--- config.mk ---
export PLATFORM = sky130hd
export DESIGN_NAME = intr_ctrl
export DESIGN_NICKNAME = d
export VERILOG_FILES = /design/src/rtl/intr_ctrl_pkg.sv /design/src/rtl/intr_sync.sv /design/src/rtl/intr_ctrl.sv
export SDC_FILE = /design/constraint.sdc
export NUM_CORES = 1
export LEC_CHECK = 0
export CAP_MARGIN = 20
export CORE_ASPECT_RATIO = 0.75
export CORE_MARGIN = 2
export CORE_UTILIZATION = 47
export CTS_BUF_LIST = sky130_fd_sc_hd__clkbuf_4
export DETAILED_ROUTE_END_ITERATION = 7
export GPL_TIMING_DRIVEN = 1
export PLACE_DENSITY = 0.8
export SYNTH_ARGS = -nofsm -noshare
export SYNTH_HDL_FRONTEND = slang
export SYNTH_HIERARCHICAL = 1
export SYNTH_SLANG_ARGS = --single-unit
--- constraint.sdc ---
create_clock -name clk -period 1.6 [get_ports clk]
set_input_delay 0.32 -clock clk [delete_from_list [all_inputs] [get_ports clk]]
set_output_delay 0.32 -clock clk [all_outputs]
set_load 0.02 [all_outputs]
--- src/rtl/intr_ctrl_pkg.sv ---
// Shared types and constants for the interrupt controller: FSM encoding,
// config register map and the intId width helper.
package intr_ctrl_pkg;

    typedef enum logic [1:0] {
        IDLE    = 2'd0,
        REQ     = 2'd1,
        SERVICE = 2'd2
    } state_t;

    localparam logic [1:0] ADDR_ENABLE  = 2'd0;
    localparam logic [1:0] ADDR_EDGE    = 2'd1;
    localparam logic [1:0] ADDR_PENDING = 2'd2;
    localparam logic [1:0] ADDR_CTRL    = 2'd3;

    localparam int CTRL_GIE_BIT = 0;

    // A single source still needs a one-bit id.
    function automatic int id_width(input int num_src);
        return (num_src > 1) ? $clog2(num_src) : 1;
    endfunction

endpackage

--- src/rtl/intr_sync.sv ---
// One-bit synchroniser for an asynchronous interrupt line, with a rising-edge
// detector on the synchronised output.
module intr_sync #(
    parameter int SYNC_STAGES = 2
) (
    input  logic clk,
    input  logic rst_n,
    input  logic d,
    output logic s,
    output logic rise
);

    logic [SYNC_STAGES-1:0] sync_q;
    logic [SYNC_STAGES-1:0] sync_d;
    logic                   s_prev_q;
    logic                   s_prev_d;

    always_comb begin
        sync_d   = {sync_q[SYNC_STAGES-2:0], d};
        s_prev_d = sync_q[SYNC_STAGES-1];
    end

    always_ff @(posedge clk or negedge rst_n) begin
        if (!rst_n) begin
            sync_q   <= '0;
            s_prev_q <= 1'b0;
        end else begin
            sync_q   <= sync_d;
            s_prev_q <= s_prev_d;
        end
    end

    assign s    = sync_q[SYNC_STAGES-1];
    assign rise = s & ~s_prev_q;

endmodule

--- src/rtl/intr_ctrl.sv ---
// Interrupt controller for the multicycle core: synchronises sources, latches
// pending events, picks the lowest-index eligible one and tracks its service.
module intr_ctrl
    import intr_ctrl_pkg::*;
#(
    parameter int NUM_SRC     = 8,
    parameter int SYNC_STAGES = 2,
    parameter int ID_W        = id_width(NUM_SRC)
) (
    input  logic               clk,
    input  logic               RST_n,
    input  logic [NUM_SRC-1:0] src,
    input  logic               cfgWrite,
    input  logic [1:0]         cfgAddr,
    input  logic [31:0]        cfgData,
    output logic [31:0]        cfgRdata,
    input  logic               intTaken,
    input  logic               intRet,
    output logic               INTR,
    output logic [ID_W-1:0]    intId,
    output logic               intActive
);

    logic [NUM_SRC-1:0] s_vec;
    logic [NUM_SRC-1:0] rise_vec;

    logic [NUM_SRC-1:0] enable_q,  enable_d;
    logic [NUM_SRC-1:0] edge_q,    edge_d;
    logic [NUM_SRC-1:0] pending_q, pending_d;
    logic               gie_q,     gie_d;
    state_t             state_q,   state_d;
    logic [ID_W-1:0]    int_id_q,  int_id_d;

    logic [NUM_SRC-1:0] eligible;
    logic [ID_W-1:0]    winner_id;
    logic               taken;
    logic               wr_enable;
    logic               wr_edge;
    logic               wr_pending;
    logic               wr_ctrl;

    genvar gi;
    generate
        for (gi = 0; gi < NUM_SRC; gi++) begin : g_sync
            intr_sync #(
                .SYNC_STAGES(SYNC_STAGES)
            ) u_sync (
                .clk  (clk),
                .rst_n(RST_n),
                .d    (src[gi]),
                .s    (s_vec[gi]),
                .rise (rise_vec[gi])
            );
        end
    endgenerate

    assign wr_enable  = cfgWrite && (cfgAddr == ADDR_ENABLE);
    assign wr_edge    = cfgWrite && (cfgAddr == ADDR_EDGE);
    assign wr_pending = cfgWrite && (cfgAddr == ADDR_PENDING);
    assign wr_ctrl    = cfgWrite && (cfgAddr == ADDR_CTRL);

    assign eligible = pending_q & enable_q & {NUM_SRC{gie_q}};
    assign taken    = (state_q == REQ) && intTaken;

    // Scanning from the top down lets the lowest set index overwrite the rest.
    always_comb begin
        winner_id = '0;
        for (int i = NUM_SRC - 1; i >= 0; i--) begin
            if (eligible[i]) begin
                winner_id = ID_W'(i);
            end
        end
    end

    always_comb begin
        enable_d = enable_q;
        edge_d   = edge_q;
        gie_d    = gie_q;
        if (wr_enable) begin
            enable_d = cfgData[NUM_SRC-1:0];
        end
        if (wr_edge) begin
            edge_d = cfgData[NUM_SRC-1:0];
        end
        if (wr_ctrl) begin
            gie_d = cfgData[CTRL_GIE_BIT];
        end
    end

    // Edge bits: set beats clear so an event arriving with its own clear survives.
    always_comb begin
        pending_d = pending_q;
        for (int i = 0; i < NUM_SRC; i++) begin
            if (edge_q[i]) begin
                pending_d[i] = rise_vec[i] |
                               (pending_q[i] &
                                ~((wr_pending && cfgData[i]) ||
                                  (taken && (int_id_q == ID_W'(i)))));
            end else begin
                pending_d[i] = s_vec[i];
            end
        end
    end

    always_comb begin
        state_d  = state_q;
        int_id_d = int_id_q;
        case (state_q)
            IDLE: begin
                if (eligible != '0) begin
                    int_id_d = winner_id;
                    state_d  = REQ;
                end
            end
            REQ: begin
                if (intTaken) begin
                    state_d = SERVICE;
                end else if (!eligible[int_id_q]) begin
                    state_d = IDLE;
                end
            end
            SERVICE: begin
                if (intRet) begin
                    state_d = IDLE;
                end
            end
            default: begin
                state_d = IDLE;
            end
        endcase
    end

    always_ff @(posedge clk or negedge RST_n) begin
        if (!RST_n) begin
            enable_q  <= '0;
            edge_q    <= '0;
            pending_q <= '0;
            gie_q     <= 1'b0;
            state_q   <= IDLE;
            int_id_q  <= '0;
        end else begin
            enable_q  <= enable_d;
            edge_q    <= edge_d;
            pending_q <= pending_d;
            gie_q     <= gie_d;
            state_q   <= state_d;
            int_id_q  <= int_id_d;
        end
    end

    always_comb begin
        cfgRdata = '0;
        case (cfgAddr)
            ADDR_ENABLE:  cfgRdata = 32'(enable_q);
            ADDR_EDGE:    cfgRdata = 32'(edge_q);
            ADDR_PENDING: cfgRdata = 32'(pending_q);
            ADDR_CTRL:    cfgRdata[CTRL_GIE_BIT] = gie_q;
            default:      cfgRdata = '0;
        endcase
    end

    assign INTR      = (state_q == REQ);
    assign intActive = (state_q == SERVICE);
    assign intId     = int_id_q;

endmodule

Yosys cells after proc, flatten, opt, wreduce, memory -nomap -nowiden

Cells that the tools add are included.
W data, S select, Z words.

Register bits after elaboration: 54
Input port bits: 47
Output and inout port bits: 37
Logic and storage cells: 140

$lt $le $gt $ge: 1
Equal/unequal tests: 15
Muxes and demuxes: 25
Bitwise operators: 42
Reduce and logical (&&, ||, !) cells: 35

Operator list:

| kind                 | number |
|---|---|
| $mux W3              | 8 |
| $logic_and A1 B1 Y1  | 21 |
| $pmux W7 S3          | 1 |
| $and A1 B1 Y1        | 16 |
| $and A8 B8 Y8        | 2 |
| $not A1 Y1           | 16 |
| $eq A3 B3 Y1 const B | 4 |
| $mux W1              | 9 |
| $logic_or A1 B1 Y1   | 8 |
| $mux W2              | 4 |
| $or A1 B1 Y1         | 8 |
| $reduce_bool A8 Y1   | 1 |
| $eq A2 B2 Y1 const B | 3 |
| $eq A3 B2 Y1 const B | 2 |
| $pmux W2 S3          | 1 |
| $eq A2 B1 Y1 const B | 2 |
| $logic_not A2 Y1     | 2 |
| $lt A3 B4 Y1 const B | 1 |
| $ne A2 B2 Y1 const B | 2 |
| $pmux W1 S4          | 1 |
| $bmux W1 S3          | 1 |
| $eq A3 B1 Y1 const B | 1 |
| $logic_not A3 Y1     | 1 |
| $ne A3 B3 Y1 const B | 1 |
| other kinds (2)      | 2 |

Longest topological paths before layout

Gate-level depths: netlist (run 1).

Depth in word-level cells: 10
Gate-level depth with buffers: 4
Gate-level depth less buffers: 4

Modules after synthesis

Netlist (run 1), hierarchy kept.

By module, submodules not included:

| module    | instances | cells an instance | area an instance (sq um) | seq. area each (sq um) |
|---|---|---|---|---|
| intr_ctrl | 1         | 199               | 1819.2                   | 750.7 |
| intr_sync | 8         | 4                 | 88.8                     | 75.1 |

Worst setup path after synthesis (run 1)

Ideal clock, no wire load.

Kind: in2out
From: in cfgAddr[1]
To: out cfgRdata[1]
Arrival time: 1124 ps
Required time: 1280 ps
Slack: 156 ps
Stages on the path: 3
Path buffers: 1
Path through: buf_2 mux2i_1 o21ai_0

Longest elaborated chain between the ends: 2
Elaborated cells between the ends (all ways): 4
Classes of those cells: eq/ne: 2; mux: 1; reduce/logical: 1

RTL lines:

| element                              | line             | text |
|---|---|---|
| from (decl)                          | intr_ctrl.sv:14  | `input logic [1:0] cfgAddr,` |
| $eq A2 B2 Y1 (tied with other cells) | intr_ctrl.sv:153 | `case (cfgAddr)` |
| $pmux W7 S3 *                        | intr_ctrl.sv:153 |  |
| to (decl)                            | intr_ctrl.sv:16  | `output logic [31:0] cfgRdata,` |

Mark *: on every way between the ends. The rest lies on a longest branch, timed or not.

Worst setup path in the final report (run 1)

From: reg gie_q
To: out cfgRdata[0]

Longest elaborated chain between the ends: 1

RTL lines:

| element                | line             | text |
|---|---|---|
| from (decl)            | intr_ctrl.sv:30  | `logic gie_q, gie_d;` |
| from (signal assigned) | intr_ctrl.sv:145 | `gie_q <= gie_d;` |
| $pmux W1 S4            | intr_ctrl.sv:153 |  |

No other way between the ends.

==> PnR_summary.wiki, run 1 <==
{| class="wikitable"
! Metric !! Value
|-
| Outcome || finished, violations left
|-
| Violations in the final reports || negative setup slack
|-
| Commonest cells after routing, fill and taps aside || sky130_fd_sc_hd__dfrtp_1 (54), sky130_fd_sc_hd__buf_4 (29), sky130_fd_sc_hd__nand2_1 (25)
|-
| Hold violation count in the final report || 0
|-
| Setup crit start kind || flip-flop
|-
| Number of levels in the clock H-tree || 2
|-
| Average wire per standard cell || 14.1 microns
|-
| Reg2Reg Capture Point || intId[0]
|-
| Unique masters post-synth || 32
|-
| Maximum fanout encountered on the critical timing path || 2
|-
| Vertical extent of the die || 67.5 microns
|-
| Clk Latency, worst-skew pair || 380 ps
|-
| Standard cell area after detailed placement || 3110 sq um
|-
| Placement Rows || 23
|-
| Power dissipated by switching net loads || 1.26 mW
|-
| Critical R2R Launch || enable_q[0]
|-
| Fillcell total || 446
|-
| First-pass GRT wire length || 8560 microns
|-
| Clock Tree Root || sky130_fd_sc_hd__clkbuf_4
|-
| Data required time at the worst endpoint || 1280 ps
|-
| Final worst path period share || 1.07
|-
| PnR Total Power || 3.86 mW
|-
| Setup repair after global routing missed its margin || true
|-
| Fin Clk Skew || 19.7 ps
|-
| Syn Inst Count || 231
|-
| Overall fraction of global-route tracks in use || 0.194
|-
| Proportion of register bits with asynchronous set or reset after synthesis || 1.00
|-
| Vias || 1878
|-
| Synth Flop Type || sky130_fd_sc_hd__dfrtp_1
|-
| Total Die Area || 5990 sq um
|-
| Fin Hold WS || 352 ps
|-
| Portion of total power attributed to sequential cells || 0.447
|-
| Sum of overflow across all layers after global routing || 0
|-
| Share of the yosys chip area belonging to registers || 0.534
|-
| Final estimated routing congestion in global placement || 1.03
|-
| Area of all placed cells without fillers || 3210 sq um
|-
| Std-Cell Core Area || 5270 sq um
|-
| DRC errors left || 0
|-
| Post-synthesis area per instance || 11.0 sq um
|-
| Worst-case clock buffer depth || 2
|-
| Layout-stage area growth over the synthesis result || 26.8%
|-
| Class of the most critical setup path || reg -> out
|-
| Antenna diodes || 0
|-
| Remaining number of nets flagged by the antenna check after routing || 0
|-
| Clock transition time at the flip-flop clock pins of the worst setup and hold paths || 160 ps
|-
| Termination of the worst setup path || cfgRdata[0]
|-
| Cell Int Power || 2.60 mW
|-
| Count of state elements after synthesis || 54
|-
| Count of pins on the block boundary || 84
|-
| Nets || 348
|-
| Worst Setup Slack post-DPL || -745 ps
|-
| Commonest non-fill, non-tap cell in the layout || sky130_fd_sc_hd__dfrtp_1
|-
| Proportion of layout cells with a drive suffix above 1 || 0.242
|-
| Hold Crit Class || in -> reg
|-
| Final Worst Setup Slack || -108 ps
|-
| Initial core utilization || 0.480
|-
| Number of global-route vias before repair || 1769
|-
| Initial DRC count || 129
|-
| Setup violators final || 1
|-
| F_max || 586 MHz
|-
| Crit path capture type || primary output
|-
| Comb pwr share || 0.315
|-
| CTS tree || done
|-
| Max Cap Violations || 0
|-
| Max-slew violation count || 0
|-
| Cell depth of the worst flop-to-flop path || 6
|-
| Maximum number of pins on one net before global-route repair || 55
|-
| Routed WL || 5320 microns
|-
| Number of antenna violations at the first check in global routing || 0
|-
| Number of flops mapped to enable cells by yosys || 0
|-
| Minimum period implied by the final worst setup slack || 1710 ps
|-
| First drt pass iteration count || 5
|-
| Clock Sinks || 54
|-
| Switching share of total power || 0.327
|-
| Vias per std cell || 4.98
|-
| Number of clock buffers inserted by TritonCTS || 5
|-
| Maximum resistive drop on vdd || 0.578 mV
|-
| Sum Neg Setup Slack || -108 ps
|-
| WP data arrival || 1390 ps
|-
| Post-Synthesis Cell Area || 2530 sq um
|-
| Number of buffers inserted by port buffering || 35
|-
| Clock network fraction of design power || 0.237
|-
| HPWL after DPL || 3870 microns
|-
| Count of yosys warnings during synthesis || 6
|-
| Power Dens Cells || 1200 nW/um^2
|-
| Launch point of the critical path || gie_q
|-
| Setup slack, reg-to-reg || 80 ps
|-
| Die width || 88.7 microns
|-
| Pleak || 1.51 nW
|}
power groups by stage:
| stage | clock network [mW] | logic [mW] | registers [mW] |
|---|---|---|---|
| global route | 0.998 | 1.32 | 1.76 |
| finish | 0.915 | 1.22 | 1.73 |
| CTS | 0.939 | 1.20 | 1.73 |
| detailed placement | 0 | 1.23 | 1.75 |
| global placement | 0 | 1.21 | 1.74 |
| floorplan | 0 | 0.657 | 1.77 |
synth_stat cells, types with 2 or more instances:
cell type / instances / area, sq um
sky130_fd_sc_hd__a31oi_1: 8 / 50.1
sky130_fd_sc_hd__mux2_2: 9 / 101
sky130_fd_sc_hd__buf_4: 24 / 180
sky130_fd_sc_hd__mux2i_1: 7 / 70.1
sky130_fd_sc_hd__buf_2: 3 / 15.0
sky130_fd_sc_hd__nand3_1: 3 / 15.0
sky130_fd_sc_hd__a21oi_1: 5 / 25.0
sky130_fd_sc_hd__nor2_1: 10 / 37.5
sky130_fd_sc_hd__o21ai_0: 17 / 85.1
sky130_fd_sc_hd__nand4_1: 3 / 18.8
sky130_fd_sc_hd__nor2b_4: 8 / 110
sky130_fd_sc_hd__nand2_1: 26 / 97.6
sky130_fd_sc_hd__o22ai_1: 4 / 25.0
sky130_fd_sc_hd__o211ai_1: 2 / 15.0
sky130_fd_sc_hd__o221ai_1: 8 / 70.1
sky130_fd_sc_hd__inv_1: 18 / 67.6
sky130_fd_sc_hd__nand2b_1: 2 / 12.5
sky130_fd_sc_hd__dfrtp_1: 54 / 1350
sky130_fd_sc_hd__a41oi_1: 4 / 35.0
sky130_fd_sc_hd__nand3b_1: 4 / 30.0
final cells by class:
| type | instances | area, sq um | area share |
|---|---|---|---|
| Clock buffer | 5 | 37.5 | 0.0117 |
| Sequential cell | 54 | 1350 | 0.421 |
| Inverter | 18 | 67.6 | 0.0211 |
| Multi-Input combinational cell | 155 | 1010 | 0.315 |
| Tap cell | 75 | 93.8 | 0.0293 |
| Clock inverter | 3 | 68.8 | 0.0215 |
| Timing Repair Buffer | 67 | 578 | 0.180 |
state kept, by name, indices dropped and copies added, names as in the netlist:
register	count
enable_q	8
g_sync.u_sync/s_prev_q	8
gie_q	1
pending_q	8
edge_q	8
g_sync.u_sync/sync_q	16
intId	3
state_q	2
layer usage:
layer,share of wire,track usage,wire (microns)
met3,0.067,0.0465,356
met4,0.019,0.0758,103
met1,0.47,0.276,2520
met5,0,0,0
met2,0.44,0.287,2340
worst max-delay path: stages, from the launching register on:
cell,delay (ps)
sky130_fd_sc_hd__dfrtp_1,400
sky130_fd_sc_hd__mux4_2,470
sky130_fd_sc_hd__buf_6,150
cell families (layout without fill, tap and decap cells):
| kind of cell | Yosys count | after routing | share of synthesized area |
|---|---|---|---|
| other cells | 1 | 24 | 0.00148 |
| compound gates | 51 | 51 | 0.132 |
| flops | 54 | 54 | 0.534 |
| simple gates | 63 | 63 | 0.152 |
| buf+inv | 45 | 93 | 0.104 |
| mux | 17 | 17 | 0.0767 |
worst min path at each step:
stage / slack (ps) / cells after the start / to / startpoint
finish: 350 / 1 / g_sync[5].u_sync/sync_q[0] / src[5]
global route: 320 / 1 / g_sync[1].u_sync/sync_q[0] / src[1]
CTS: 340 / 1 / g_sync[1].u_sync/sync_q[0] / src[1]
detailed placement: 330 / 0 / g_sync[1].u_sync/sync_q[1] / g_sync[1].u_sync/sync_q[0]
global placement: 330 / 2 / g_sync[3].u_sync/sync_q[0] / RST_n
floorplan: 20 / 0 / edge_q[0] / RST_n
per-stage QoR:
step / instances / utilization
final: 377 / 0.609
after global routing: 377 / 0.609
after CTS: 376 / 0.608
after detailed placement: 365 / 0.590
after global placement: 365 / 0.590
after floorplan: 254 / -
timing repair:
action,4_1_cts,5_1_grt
pin swaps,0,2
buffers inserted,2,1
endpoints found under the hold margin,54,0
hold buffers,1,0
endpoints found under the setup margin,21,13
resized for setup,60,8
Power figures use the tool's default switching activity.
==> run 2, diff against run 1 <==
Settings changed: ABC_CLOCK_PERIOD_IN_PS from default to 1600, CTS_CLUSTER_SIZE from default to 24.
==> results of run 2 <==
No change in the layout: final DEF, timing and power equal those of run 1.
==> run 3, diff against run 2 <==
Settings changed: PLACE_DENSITY 0.8 to 0.83.
==> run 3 against run 2 <==
The flow still finishes with violations (negative setup slack). Hold slack got worse by 2.6 ps. Clock power shrank 16%. Sequential share of layout area is 0.58 points higher. Via count up 1.7%. Setup slack worse by 5.2 ps. First-iteration DRC count is 59% higher. Combinational power is essentially flat. Sequential power about the same. Non-clock buffer count increased by 1. Critical endpoint unchanged.
==> PnR_summary.wiki, run 3 (synthesized netlist as in run 1, its figures left out) <==
{| class="wikitable"
! Metric !! Value
|-
| Fin Clk Skew || 21.1 ps (+1.38 ps)
|-
| Std-Cell Core Area || 5270 sq um (unchanged)
|-
| Crit path capture type || primary output
|-
| Count of pins on the block boundary || 84 (unchanged)
|-
| Number of clock buffers inserted by TritonCTS || 5 (unchanged)
|-
| Clk Latency, worst-skew pair || 380 ps (about the same)
|-
| DRC errors left || 0 (unchanged)
|-
| Met1 wire length || 2260 microns (-10%)
|-
| Outcome || finished, violations left
|-
| Final Worst Setup Slack || -113 ps (-5.16 ps)
|-
| Nets || 349 (+0.29%)
|-
| Initial core utilization || 0.480 (unchanged)
|-
| Pleak || 1.50 nW (-0.76%)
|-
| Vertical extent of the die || 67.5 microns (unchanged)
|-
| Commonest cells after routing, fill and taps aside || sky130_fd_sc_hd__dfrtp_1 (54), sky130_fd_sc_hd__buf_4 (31), sky130_fd_sc_hd__nand2_1 (26)
|-
| Vias || 1910 (+1.7%)
|-
| Total length of routed met3 wires || 473 microns (+33%)
|-
| Final estimated routing congestion in global placement || 0.977 (-4.9%)
|-
| Min-Delay Path Depth || 0 (-1)
|-
| Clock transition time at the flip-flop clock pins of the worst setup and hold paths || 160 ps (about the same)
|-
| Average wire per standard cell || 14.0 microns (-0.41%)
|-
| DP Cell Count || 364 (-0.27%)
|-
| Routed WL || 5310 microns (-0.15%)
|-
| Setup repair after global routing missed its margin || true
|-
| Number of levels in the clock H-tree || 2 (unchanged)
|-
| Class of the most critical setup path || reg -> out
|-
| Number of flip-flops in the largest register || 16 (unchanged)
|-
| Number of global-route vias before repair || 1810 (+2.3%)
|-
| First-pass GRT wire length || 8560 microns (unchanged)
|-
| CTS tree || done
|-
| Placement Rows || 23 (unchanged)
|-
| Highest routing layer actually used || met4
|-
| Hold Crit Class || reg -> reg
|-
| Proportion of layout cells with a drive suffix above 1 || 0.241 (-0.000798)
|-
| Setup violators final || 1 (unchanged)
|-
| Maximum resistive drop on vdd || 0.521 mV (-9.9%)
|-
| Clock Sinks || 54 (unchanged)
|-
| Hold violation count in the final report || 0 (unchanged)
|-
| Vias per std cell || 5.05 (+1.4%)
|-
| Initial DRC count || 205 (+59%)
|-
| Power Dens Cells || 1170 nW/um^2 (-3.1%)
|-
| First drt pass iteration count || 5 (unchanged)
|-
| Worst-case clock buffer depth || 2 (unchanged)
|-
| Max Cap Violations || 0 (unchanged)
|-
| HPWL after DPL || 3970 microns (+2.5%)
|-
| Total Die Area || 5990 sq um (unchanged)
|-
| Number of buffers inserted by port buffering || 35 (unchanged)
|-
| Register with the highest flop count || g_sync.u_sync/sync_q
|-
| Data required time at the worst endpoint || 1280 ps (about the same)
|-
| Violations in the final reports || negative setup slack
|-
| Cell depth of the worst flop-to-flop path || 5 (-1)
|-
| Final worst path period share || 1.07 (+0.00323)
|-
| Remaining number of nets flagged by the antenna check after routing || 0 (unchanged)
|-
| Routed wire length on met2 || 2510 microns (+7.3%)
|-
| Number of antenna violations at the first check in global routing || 0 (unchanged)
|-
| Layout Cells excl Fill || 378 (+0.27%)
|-
| Maximum number of pins on one net before global-route repair || 55 (unchanged)
|-
| Commonest non-fill, non-tap cell in the layout || sky130_fd_sc_hd__dfrtp_1
|-
| WP data arrival || 1390 ps (about the same)
|-
| Die width || 88.7 microns (unchanged)
|-
| Layout-stage area growth over the synthesis result || 25.0%
|-
| Clock Tree Root || sky130_fd_sc_hd__clkbuf_4
|-
| Max-slew violation count || 0 (unchanged)
|-
| Antenna diodes || 0 (unchanged)
|-
| Minimum period implied by the final worst setup slack || 1710 ps (+5.16 ps)
|-
| F_max || 584 MHz (-0.30%)
|-
| Overall fraction of global-route tracks in use || 0.191 (-0.00290)
|-
| Sum of overflow across all layers after global routing || 0 (unchanged)
|-
| Final cell utilization of the core || 0.601 (-0.00831)
|-
| Setup crit start kind || flip-flop
|-
| Fillcell total || 454 (+1.8%)
|-
| PnR Total Power || 3.69 mW (-4.4%)
|-
| Maximum fanout encountered on the critical timing path || 2 (unchanged)
|}
[run 3: cell count changes in the layout (fill, tap and decap cells not counted), moves of 2 or more]
cell,previous run,this run
sky130_fd_sc_hd__buf_4,29,31
sky130_fd_sc_hd__clkbuf_4,5,7
sky130_fd_sc_hd__o21ai_0,10,14
sky130_fd_sc_hd__o21ai_1,7,3
[run 3: cell type report]
| cell class | count | area [sq um] | area share |
|---|---|---|---|
| Sequential cell | 54 | 1350 | 0.427 |
| Multi-Input combinational cell | 155 | 1000 | 0.317 |
| Timing Repair Buffer | 68 | 566 | 0.179 |
| Tap cell | 75 | 93.8 | 0.0297 |
| Inverter | 18 | 67.6 | 0.0214 |
| Clock buffer | 7 | 52.6 | 0.0166 |
| Clock inverter | 1 | 30.0 | 0.00949 |
[run 3: worst max-delay path, cell delays in order (launching register included)]
cell,delay (ps)
sky130_fd_sc_hd__dfrtp_1,420
sky130_fd_sc_hd__mux4_2,470
sky130_fd_sc_hd__buf_6,150
[run 3: where the power goes]
part	internal, mW	total [mW]	switching (mW)	leakage [nW]
Clock	0.366	0.771	0.404	0.0463
Combinational	0.532	1.19	0.660	0.813
Sequential	1.56	1.73	0.169	0.640
[run 3: final timing paths]
kind	from	endpoint	slack (ps)
setup / recovery	enable_q[0]	cfgRdata[0]	-110
hold / removal	g_sync[4].u_sync/sync_q[0]	g_sync[4].u_sync/sync_q[1]	350
setup reg to reg	enable_q[5]	intId[0]	50
hold reg to reg	g_sync[4].u_sync/sync_q[0]	g_sync[4].u_sync/sync_q[1]	350
max in group asynchronous	RST_n	enable_q[6]	910
min in group asynchronous	RST_n	g_sync[1].u_sync/sync_q[0]	440
[run 3: per-stage QoR]
stage	hold WS [ps]	instance area, sq um	setup WS (ps)	TNS (ps)
after floorplan	24.4	2620	156	0
after global placement	332	3090	-687	-12190
after detailed placement	337	3090	-727	-13100
after CTS	353	3150	-153	-279
after global routing	336	3160	-176	-186
final	350	3160	-113	-113
[run 3: routing by layer]
layer	vias to the layer above	global-route usage
met3	11	0.0489
met2	86	0.295
met4	0	0.0549
met1	904	0.268
li1	909	-
met5	-	0
[run 3: repair_timing]
item | in CTS | in global routing
resized for setup | 49 | 12
hold endpoints to repair | 54 | 0
pin swaps | 0 | 1
endpoints found under the setup margin | 20 | 11
buffers inserted | 0 | 5
hold buffers | 1 | 0
